### config.mk
export PLATFORM = sky130hd
export DESIGN_NAME = cursor_pos_arbiter_flat
export DESIGN_NICKNAME = d
export VERILOG_FILES = /design/src/rtl/cursor_pos_arbiter_if.sv /design/src/rtl/cursor_pos_arbiter.sv /design/src/flat_wrapper.sv
export SDC_FILE = /design/constraint.sdc
export NUM_CORES = 1
export LEC_CHECK = 0
export CAP_MARGIN = 20
export CORE_MARGIN = 3
export CORE_UTILIZATION = 47
export CTS_BUF_LIST = sky130_fd_sc_hd__clkbuf_2
export DETAILED_ROUTE_END_ITERATION = 16
export PLACE_DENSITY_LB_ADDON = 0.2
export SLEW_MARGIN = 15
export SYNTH_ARGS = -nofsm -noshare
export SYNTH_HDL_FRONTEND = slang
export SYNTH_SLANG_ARGS = --single-unit
### constraint.sdc
create_clock -name clk60MHz -period 4.1 [get_ports clk60MHz]
set_clock_uncertainty 0.15 [all_clocks]
set_input_delay 0.82 -clock clk60MHz [delete_from_list [all_inputs] [get_ports clk60MHz]]
set_output_delay 0.82 -clock clk60MHz [all_outputs]
set_load 0.05 [all_outputs]
### src/rtl/cursor_pos_arbiter_if.sv
// cursor_pos_arbiter_if: position sources, vblank input and committed cursor outputs of the arbiter
interface cursor_pos_arbiter_if;
    logic        vblnk;
    logic        m_valid;
    logic [11:0] m_x;
    logic [11:0] m_y;
    logic        g_valid;
    logic [11:0] g_x;
    logic [11:0] g_y;
    logic        g_ready;
    logic        game_mode;
    logic [11:0] xpos;
    logic [11:0] ypos;
    logic [1:0]  owner;
    logic        frame_tick;

    modport master (
        output vblnk, m_valid, m_x, m_y, g_valid, g_x, g_y, game_mode,
        input  g_ready, xpos, ypos, owner, frame_tick
    );

    modport slave (
        input  vblnk, m_valid, m_x, m_y, g_valid, g_x, g_y, game_mode,
        output g_ready, xpos, ypos, owner, frame_tick
    );
endinterface

### src/rtl/cursor_pos_arbiter.sv
// cursor_pos_arbiter: commits mouse or game cursor positions only at the start of vblank
module cursor_pos_arbiter #(
    parameter int H_ACTIVE    = 800,
    parameter int V_ACTIVE    = 600,
    parameter int IDLE_FRAMES = 60
) (
    input  logic                 clk60MHz,
    input  logic                 rst,
    cursor_pos_arbiter_if.slave  bus
);
    typedef enum logic [1:0] {S_MOUSE = 2'b00, S_GAME = 2'b01, S_HOLD = 2'b10} state_t;

    localparam logic [11:0] X_MAX    = 12'(H_ACTIVE - 1);
    localparam logic [11:0] Y_MAX    = 12'(V_ACTIVE - 1);
    localparam logic [7:0]  IDLE_MAX = 8'(IDLE_FRAMES);

    state_t      state, nxt;
    logic        vblnk_d, tick, m_pend, g_pend, commit_m, commit_g, g_xfer;
    logic [11:0] m_bx, m_by, g_bx, g_by, src_x, src_y;
    logic [7:0]  idle;

    assign tick        = bus.vblnk & ~vblnk_d;
    assign commit_m    = tick & (state == S_MOUSE) & m_pend;
    assign commit_g    = tick & (state == S_GAME) & g_pend;
    assign g_xfer      = bus.g_valid & ~g_pend;
    assign bus.g_ready = ~g_pend;
    assign src_x       = commit_g ? g_bx : m_bx;
    assign src_y       = commit_g ? g_by : m_by;

    // ownership for the coming frame; a pending mouse sample preempts the game via a one-frame hold
    always_comb
        nxt = !tick             ? state :
              state == S_MOUSE  ? ((bus.game_mode && idle == IDLE_MAX && !m_pend) ? S_GAME : S_MOUSE) :
              state == S_GAME   ? (m_pend ? S_HOLD : (bus.game_mode ? S_GAME : S_MOUSE)) :
                                  S_MOUSE;

    // buffers, idle counting, ownership and the committed position all move on the frame edge
    always_ff @(posedge clk60MHz or negedge rst) begin
        if (!rst) begin
            state          <= S_MOUSE;
            vblnk_d        <= 1'b0;
            m_pend         <= 1'b0;
            g_pend         <= 1'b0;
            m_bx           <= '0;
            m_by           <= '0;
            g_bx           <= '0;
            g_by           <= '0;
            idle           <= '0;
            bus.xpos       <= 12'(H_ACTIVE / 2);
            bus.ypos       <= 12'(V_ACTIVE / 2);
            bus.owner      <= 2'b00;
            bus.frame_tick <= 1'b0;
        end else begin
            vblnk_d        <= bus.vblnk;
            bus.frame_tick <= tick;
            state          <= nxt;
            bus.owner      <= nxt;
            if (bus.m_valid) begin
                m_bx <= bus.m_x;
                m_by <= bus.m_y;
            end
            m_pend <= bus.m_valid | (m_pend & ~commit_m);
            if (g_xfer) begin
                g_bx <= bus.g_x;
                g_by <= bus.g_y;
            end
            g_pend <= g_xfer | (g_pend & ~commit_g);
            if (commit_m | commit_g) begin
                bus.xpos <= (src_x > X_MAX) ? X_MAX : src_x;
                bus.ypos <= (src_y > Y_MAX) ? Y_MAX : src_y;
            end
            if (tick)
                idle <= (state == S_MOUSE && nxt == S_MOUSE && !m_pend) ?
                        ((idle == IDLE_MAX) ? idle : idle + 8'd1) : 8'd0;
        end
    end
endmodule
### src/flat_wrapper.sv
// flat-port wrapper written by rule: the top's interface ports become plain ports
module cursor_pos_arbiter_flat 
#(
    parameter int H_ACTIVE    = 800,
    parameter int V_ACTIVE    = 600,
    parameter int IDLE_FRAMES = 60
)
  (clk60MHz, rst, bus_vblnk, bus_m_valid, bus_m_x, bus_m_y, bus_g_valid, bus_g_x, bus_g_y, bus_game_mode, bus_g_ready, bus_xpos, bus_ypos, bus_owner, bus_frame_tick);
  cursor_pos_arbiter_if bus_i ();
  input  logic clk60MHz;
  input  logic rst;
  input wire logic [$bits(bus_i.vblnk)-1:0] bus_vblnk;
  input wire logic [$bits(bus_i.m_valid)-1:0] bus_m_valid;
  input wire logic [$bits(bus_i.m_x)-1:0] bus_m_x;
  input wire logic [$bits(bus_i.m_y)-1:0] bus_m_y;
  input wire logic [$bits(bus_i.g_valid)-1:0] bus_g_valid;
  input wire logic [$bits(bus_i.g_x)-1:0] bus_g_x;
  input wire logic [$bits(bus_i.g_y)-1:0] bus_g_y;
  input wire logic [$bits(bus_i.game_mode)-1:0] bus_game_mode;
  output wire logic [$bits(bus_i.g_ready)-1:0] bus_g_ready;
  output wire logic [$bits(bus_i.xpos)-1:0] bus_xpos;
  output wire logic [$bits(bus_i.ypos)-1:0] bus_ypos;
  output wire logic [$bits(bus_i.owner)-1:0] bus_owner;
  output wire logic [$bits(bus_i.frame_tick)-1:0] bus_frame_tick;
  assign bus_i.vblnk = bus_vblnk;
  assign bus_i.m_valid = bus_m_valid;
  assign bus_i.m_x = bus_m_x;
  assign bus_i.m_y = bus_m_y;
  assign bus_i.g_valid = bus_g_valid;
  assign bus_i.g_x = bus_g_x;
  assign bus_i.g_y = bus_g_y;
  assign bus_i.game_mode = bus_game_mode;
  assign bus_g_ready = bus_i.g_ready;
  assign bus_xpos = bus_i.xpos;
  assign bus_ypos = bus_i.ypos;
  assign bus_owner = bus_i.owner;
  assign bus_frame_tick = bus_i.frame_tick;
  cursor_pos_arbiter #(.H_ACTIVE(H_ACTIVE), .V_ACTIVE(V_ACTIVE), .IDLE_FRAMES(IDLE_FRAMES)) u_core (.clk60MHz(clk60MHz), .rst(rst), .bus(bus_i));
endmodule
# Yosys cells after proc, flatten, opt, wreduce, memory -nomap -nowiden
# Cells that the tools add are included.
[totals] word_cells=53 input_bits=54 register_bits=86
[op_classes] bitwise=15 n_eq_ne=3 muxes=12 n_addsub=1 reduce_logical=8 n_lt_le_gt_ge=2
[op_table] op="2-to-1 mux 12 bit" count=4
[op_table] op="> comparator 12 x 10 -> 1 bit (second input constant)" count=2
[op_table] op="2-to-1 mux 8 bit" count=2
[op_table] op="adder 8 x 1 -> 8 bit (second input constant)" count=1
[op_table] op="AND 1 bit" count=8
[op_table] op="== test 8 x 6 -> 1 bit (second input constant)" count=1
[op_table] op="2-to-1 mux 2 bit" count=4
[op_table] op="logical AND 1 bit" count=4
[op_table] op="logical NOT 2 bit" count=2
[op_table] op="NOT 1 bit" count=4
[op_table] op="bitwise OR 1 bit" count=3
[op_table] op="== test 2 x 1 -> 1 bit (second input constant)" count=1
[op_table] op="2-to-1 mux 1 bit" count=2
[op_table] op="inequality test 2 bit (second input constant)" count=1
[op_table] op="AND reduction 2 bit" count=1
[op_table] op="logical NOT 1 bit" count=1

# Logic depth before layout (Yosys ltp)
[depth] ltp_word=11 mapped_depth=7

# Least setup slack after synthesis
# Ideal clock, no wire load.
[synth_path] kind="input to register" from="in bus_vblnk" to="reg u_core.bus.ypos[3]" t_arrival_ps=1933 t_required_ps=3870 setup_slack_ps=1937 setup_ps=80 path_stages=4 path_cell_list="or3b_4 > nor2_4 > mux2_2 > a32o_1"
[synth_via] elab_chain_len=6 word_cells_on_any_way=9 cone_classes="order compare (1); mux (2); bitwise (6)"
[synth_rtl] element="start, declared" line_no="flat_wrapper.sv:12" text="input wire logic [$bits(bus_i.vblnk)-1:0] bus_vblnk;"
[synth_rtl] element="AND 1 bit *" line_no="cursor_pos_arbiter.sv:22" text="assign tick = bus.vblnk & ~vblnk_d;"
[synth_rtl] element="AND 1 bit (2 in series)" line_no="cursor_pos_arbiter.sv:24" text="assign commit_g = tick & (state == S_GAME) & g_pend;"
[synth_rtl] element="2-to-1 mux 12 bit" line_no="cursor_pos_arbiter.sv:28" text="assign src_y = commit_g ? g_by : m_by;"
[synth_rtl] element="> comparator 12 x 10 -> 1 bit" line_no="cursor_pos_arbiter.sv:70" text="bus.ypos <= (src_y > Y_MAX) ? Y_MAX : src_y;"
[synth_rtl] element="2-to-1 mux 12 bit" line_no="cursor_pos_arbiter.sv:70"
[synth_rtl] element="end signal, assigned" line_no="cursor_pos_arbiter.sv:50" text="bus.ypos <= 12'(V_ACTIVE / 2);"
[synth_rtl] element="end signal, assigned" line_no="cursor_pos_arbiter.sv:70"
[synth_rtl] element="end, declared" line_no="cursor_pos_arbiter_if.sv:24" text="output g_ready, xpos, ypos, owner, frame_tick"
# Mark *: on every way between the ends. The rest lies on a longest branch, timed or not.
# A chain may end at the register's enable or synchronous reset.

# Final worst setup path
[layout_path] from="reg u_core.bus.owner[1]" to="out bus_owner[1]"
[layout_rtl] element="start, declared" line_no="cursor_pos_arbiter_if.sv:24"
[layout_rtl] element="start signal, assigned" line_no="cursor_pos_arbiter.sv:57" text="bus.owner <= nxt;"
[layout_rtl] element="end, declared" line_no="flat_wrapper.sv:23" text="output wire logic [$bits(bus_i.owner)-1:0] bus_owner;"
# No word-level cell between the ends.

==> flow_metrics.py <==
metrics = {
    "outcome": {
        "status": "complete, no violations",
    },
    "placement": {
        "dp_hpwl_mm": 6.320,
        "io_buffers": 81,
        "globalplace.congestion": 0.8342,
        "pre_cts_ws_ps": 1100,
        "placedCellCount": 487,
    },
    "synth": {
        "avgSynthCellArea_um2": 12.38,
        "ys_ff_latch": 86,
        "ys_warn_count": 0,
        "synth_edf_count": 0,
        "synth_top_cell_by_area": "dfrtp_1",
        "syn_inst": 316,
        "ys_types": 58,
        "synthArstFlopShare_pct": 100.0,
        "syn-num-nets": 372,
        "ys.flop_type": "dfrtp_1",
        "ys_seq_area_share_pct": 55.25,
        "synthesis.area_mm2": 0.003911,
        "synthTopCellsByArea": "dfrtp_1 51%, mux2_2 16%, dfstp_2 4.7%",
        "synth_top_area_share_pct": 50.54,
    },
    "setup_path": {
        "worstSetupEndpointType": "primary output",
        "critPathKind": "reg -> out",
        "critPathMaxStageDelay_ps": 880,
        "start_kind": "flop",
        "critPathRequiredTime_ps": 3130,
        "critPathTopFamily": "buffers and inverters",
        "path_buf_inv": 1,
        "cpMaxStageDelayCell": "clkdlybuf4s50_1",
        "worstPathCellList": "clkdlybuf4s50_1",
        "crit_fanout": 9,
        "arrival_ps": 2000,
    },
    "cells_and_area": {
        "fin_cells": 503,
        "drive_gt1_share_pct": 23.44,
        "layout.nets": 453,
        "n_antenna_cell": 0,
        "area_growth_pct": 25.78,
    },
    "floorplan": {
        "rows": 32,
        "die-area_mm2": 0.009453,
        "core_mm2": 0.007888,
        "io_pins": 82,
        "die_w_um": 97.23,
        "initial_core_util_pct": 49.59,
        "dieHeight_um": 97.23,
    },
    "timing": {
        "rsz0062_at_grt": "false",
        "relSlewSlack_pct": 65.58,
        "min_period_ps": 2969,
        "final.setup.worst_slack_ps": 1131,
        "setup_violations": 0,
        "fin_crit_sh_pct": 72.41,
        "drv_slew": 0,
        "setup-tns-final_ps": 0,
        "finalHoldViolations": 0,
        "tightest_slew_ps": 516.3,
        "max_freq_mhz": 336.8,
    },
    "cts": {
        "holdBufCountCts": 0,
        "post_cts_resized": 0,
        "cts_tree": "yes",
        "cts_setup_buffers": 0,
        "htreeDepth": 3,
        "clock-sinks": 86,
        "clk-insertion-delay-late_ps": 520,
        "cts_buffers": 9,
        "cts_buffer_depth": 2,
        "cts.clk_slew.worst_paths_ps": 250,
        "cts_root_buf": "clkbuf_2",
    },
    "global_route": {
        "grt_pass1_vias": 2926,
        "grt_pass1_wl_mm": 14.41,
        "grt_start_max_net_pins": 87,
        "antenna_found_initial": 0,
        "grt_usage_pct": 18.85,
        "grt_overflow": 0,
    },
    "pwr": {
        "power_density_mw_per_mm2": 383.3,
        "ir_worst_vdd_mv": 0.1975,
        "finalPower_mw": 1.886,
        "power_leakage_nw": 2.048,
    },
    "route": {
        "dr_total_vias": 2738,
        "viasPerCell": 5.443,
        "routed_wirelength_mm": 8.716,
        "dr.pass1.iters": 4,
        "routedWlPerCell_um": 17.33,
        "drt_iter0_drc": 80,
        "ant_nets": 0,
        "drc_errors": 0,
    },
    "hold_path": {
        "hold_path_class": "in -> async",
    },
    "run": {
        "cap_violations": 0,
    },
}
registers in the layout, summed over array words and instances (netlist names):
register and cells:
u_core.g_bx 12, u_core.bus.ypos 12, u_core.bus.frame_tick 1, u_core.bus.owner 2, u_core.m_by 12, u_core.vblnk_d 1
u_core.m_pend 1, u_core.bus.xpos 12, u_core.m_bx 12, u_core.g_pend 1, u_core.g_by 12, u_core.idle 8
path summary, 6_finish.rpt:
check | startpoint | cells after the start | slack, ps | endpoint
worst max register to register | u_core.bus.owner[1] | 4 | 1910 | u_core.bus.ypos[3]
min in group clk60MHz | u_core.bus.ypos[8] | 2 | 350 | u_core.bus.ypos[8]
max in group asynchronous | rst | 2 | 3020 | u_core.bus.ypos[8]
worst min register to register | u_core.bus.ypos[8] | 2 | 350 | u_core.bus.ypos[8]
worst max-delay path | u_core.bus.owner[1] | 1 | 1130 | bus_owner[1]
worst min-delay path | rst | 1 | 70 | u_core.g_by[9]
cell families (layout without fill, tap and decap cells):
kind of cell / count (synthesis) / after routing / synth area share, %
XOR/XNOR: 6 / 6 / 1.344
AO/OA/AOI/OAI: 50 / 50 / 9.822
AND/OR/NAND/NOR: 93 / 93 / 12.92
adder cells (fa/ha/maj): 2 / 2 / 0.6397
buffers and inverters: 19 / 104 / 2.943
flip-flops: 86 / 86 / 55.25
multiplexers: 60 / 60 / 17.08
cell usage in the layout (no fill, tap or decap), drive strengths merged, types with 5 or more instances in the layout:
cell type	count
dfstp	7
mux2	54
xor2	5
mux2i	6
dfrtp	79
o21ai	10
clkdlybuf4s50	80
nand2	31
and2	5
inv	6
a31oi	7
nor2	25
nand3	6
o211ai	5
a21oi	5
clkbuf	9
area by class of cell:
cell class                      instances  area (µm²)
Fill cell                             629        2968
Sequential cell                        86        2161
Tap cell                              102       127.6
Clock inverter                          6       86.33
Inverter                                5       18.77
Timing Repair Buffer                   84       843.3
Multi-Input combinational cell        211        1638
Clock buffer                            9       45.04
through the flow:
step / util [%] / instance area [µm²] / hold WS (ps)
after global placement: 60.45 / 4768 / 312.8
after detailed placement: 60.45 / 4768 / 327.2
final: 62.37 / 4920 / 70.90
after floorplan: - / 3911 / 326.9
after global routing: 62.37 / 4920 / 86.45
after CTS: 62.12 / 4900 / 319.6
metal layers:
layer / vias up / part of all wire (%) / GRT usage (%)
li1: 1304 / - / -
met1: 1360 / 45 / 24.82
met2: 65 / 50 / 31.90
met3: 9 / 4.2 / 3.374
met4: 0 / 0.98 / 5.751
met5: - / 0 / 0
synth_stat cells (2+ instances only):
cell type,n
nand3_1,6
nand2b_1,2
nor3b_1,2
xor2_1,5
dfstp_2,7
a31oi_1,7
mux2_2,54
o21ai_1,2
a41oi_1,3
a32o_1,2
nor2_4,2
clkbuf_1,3
buf_2,5
nand4_1,4
buf_6,5
o31ai_1,2
mux2i_1,6
o211ai_1,5
nand2_1,30
o311ai_0,2
dfrtp_1,79
and4b_1,2
and4_1,2
nor2_1,23
o21ai_0,8
ha_1,2
inv_1,5
a21oi_1,4
and2_1,5
a22o_1,3
nor3_1,2
report_power, final:
part	internal (mW)	switching, mW
combinational	0.182	0.201
clock	0.199	0.290
sequential	0.940	0.0737
Note: power is estimated with default switching activity, not from simulation.
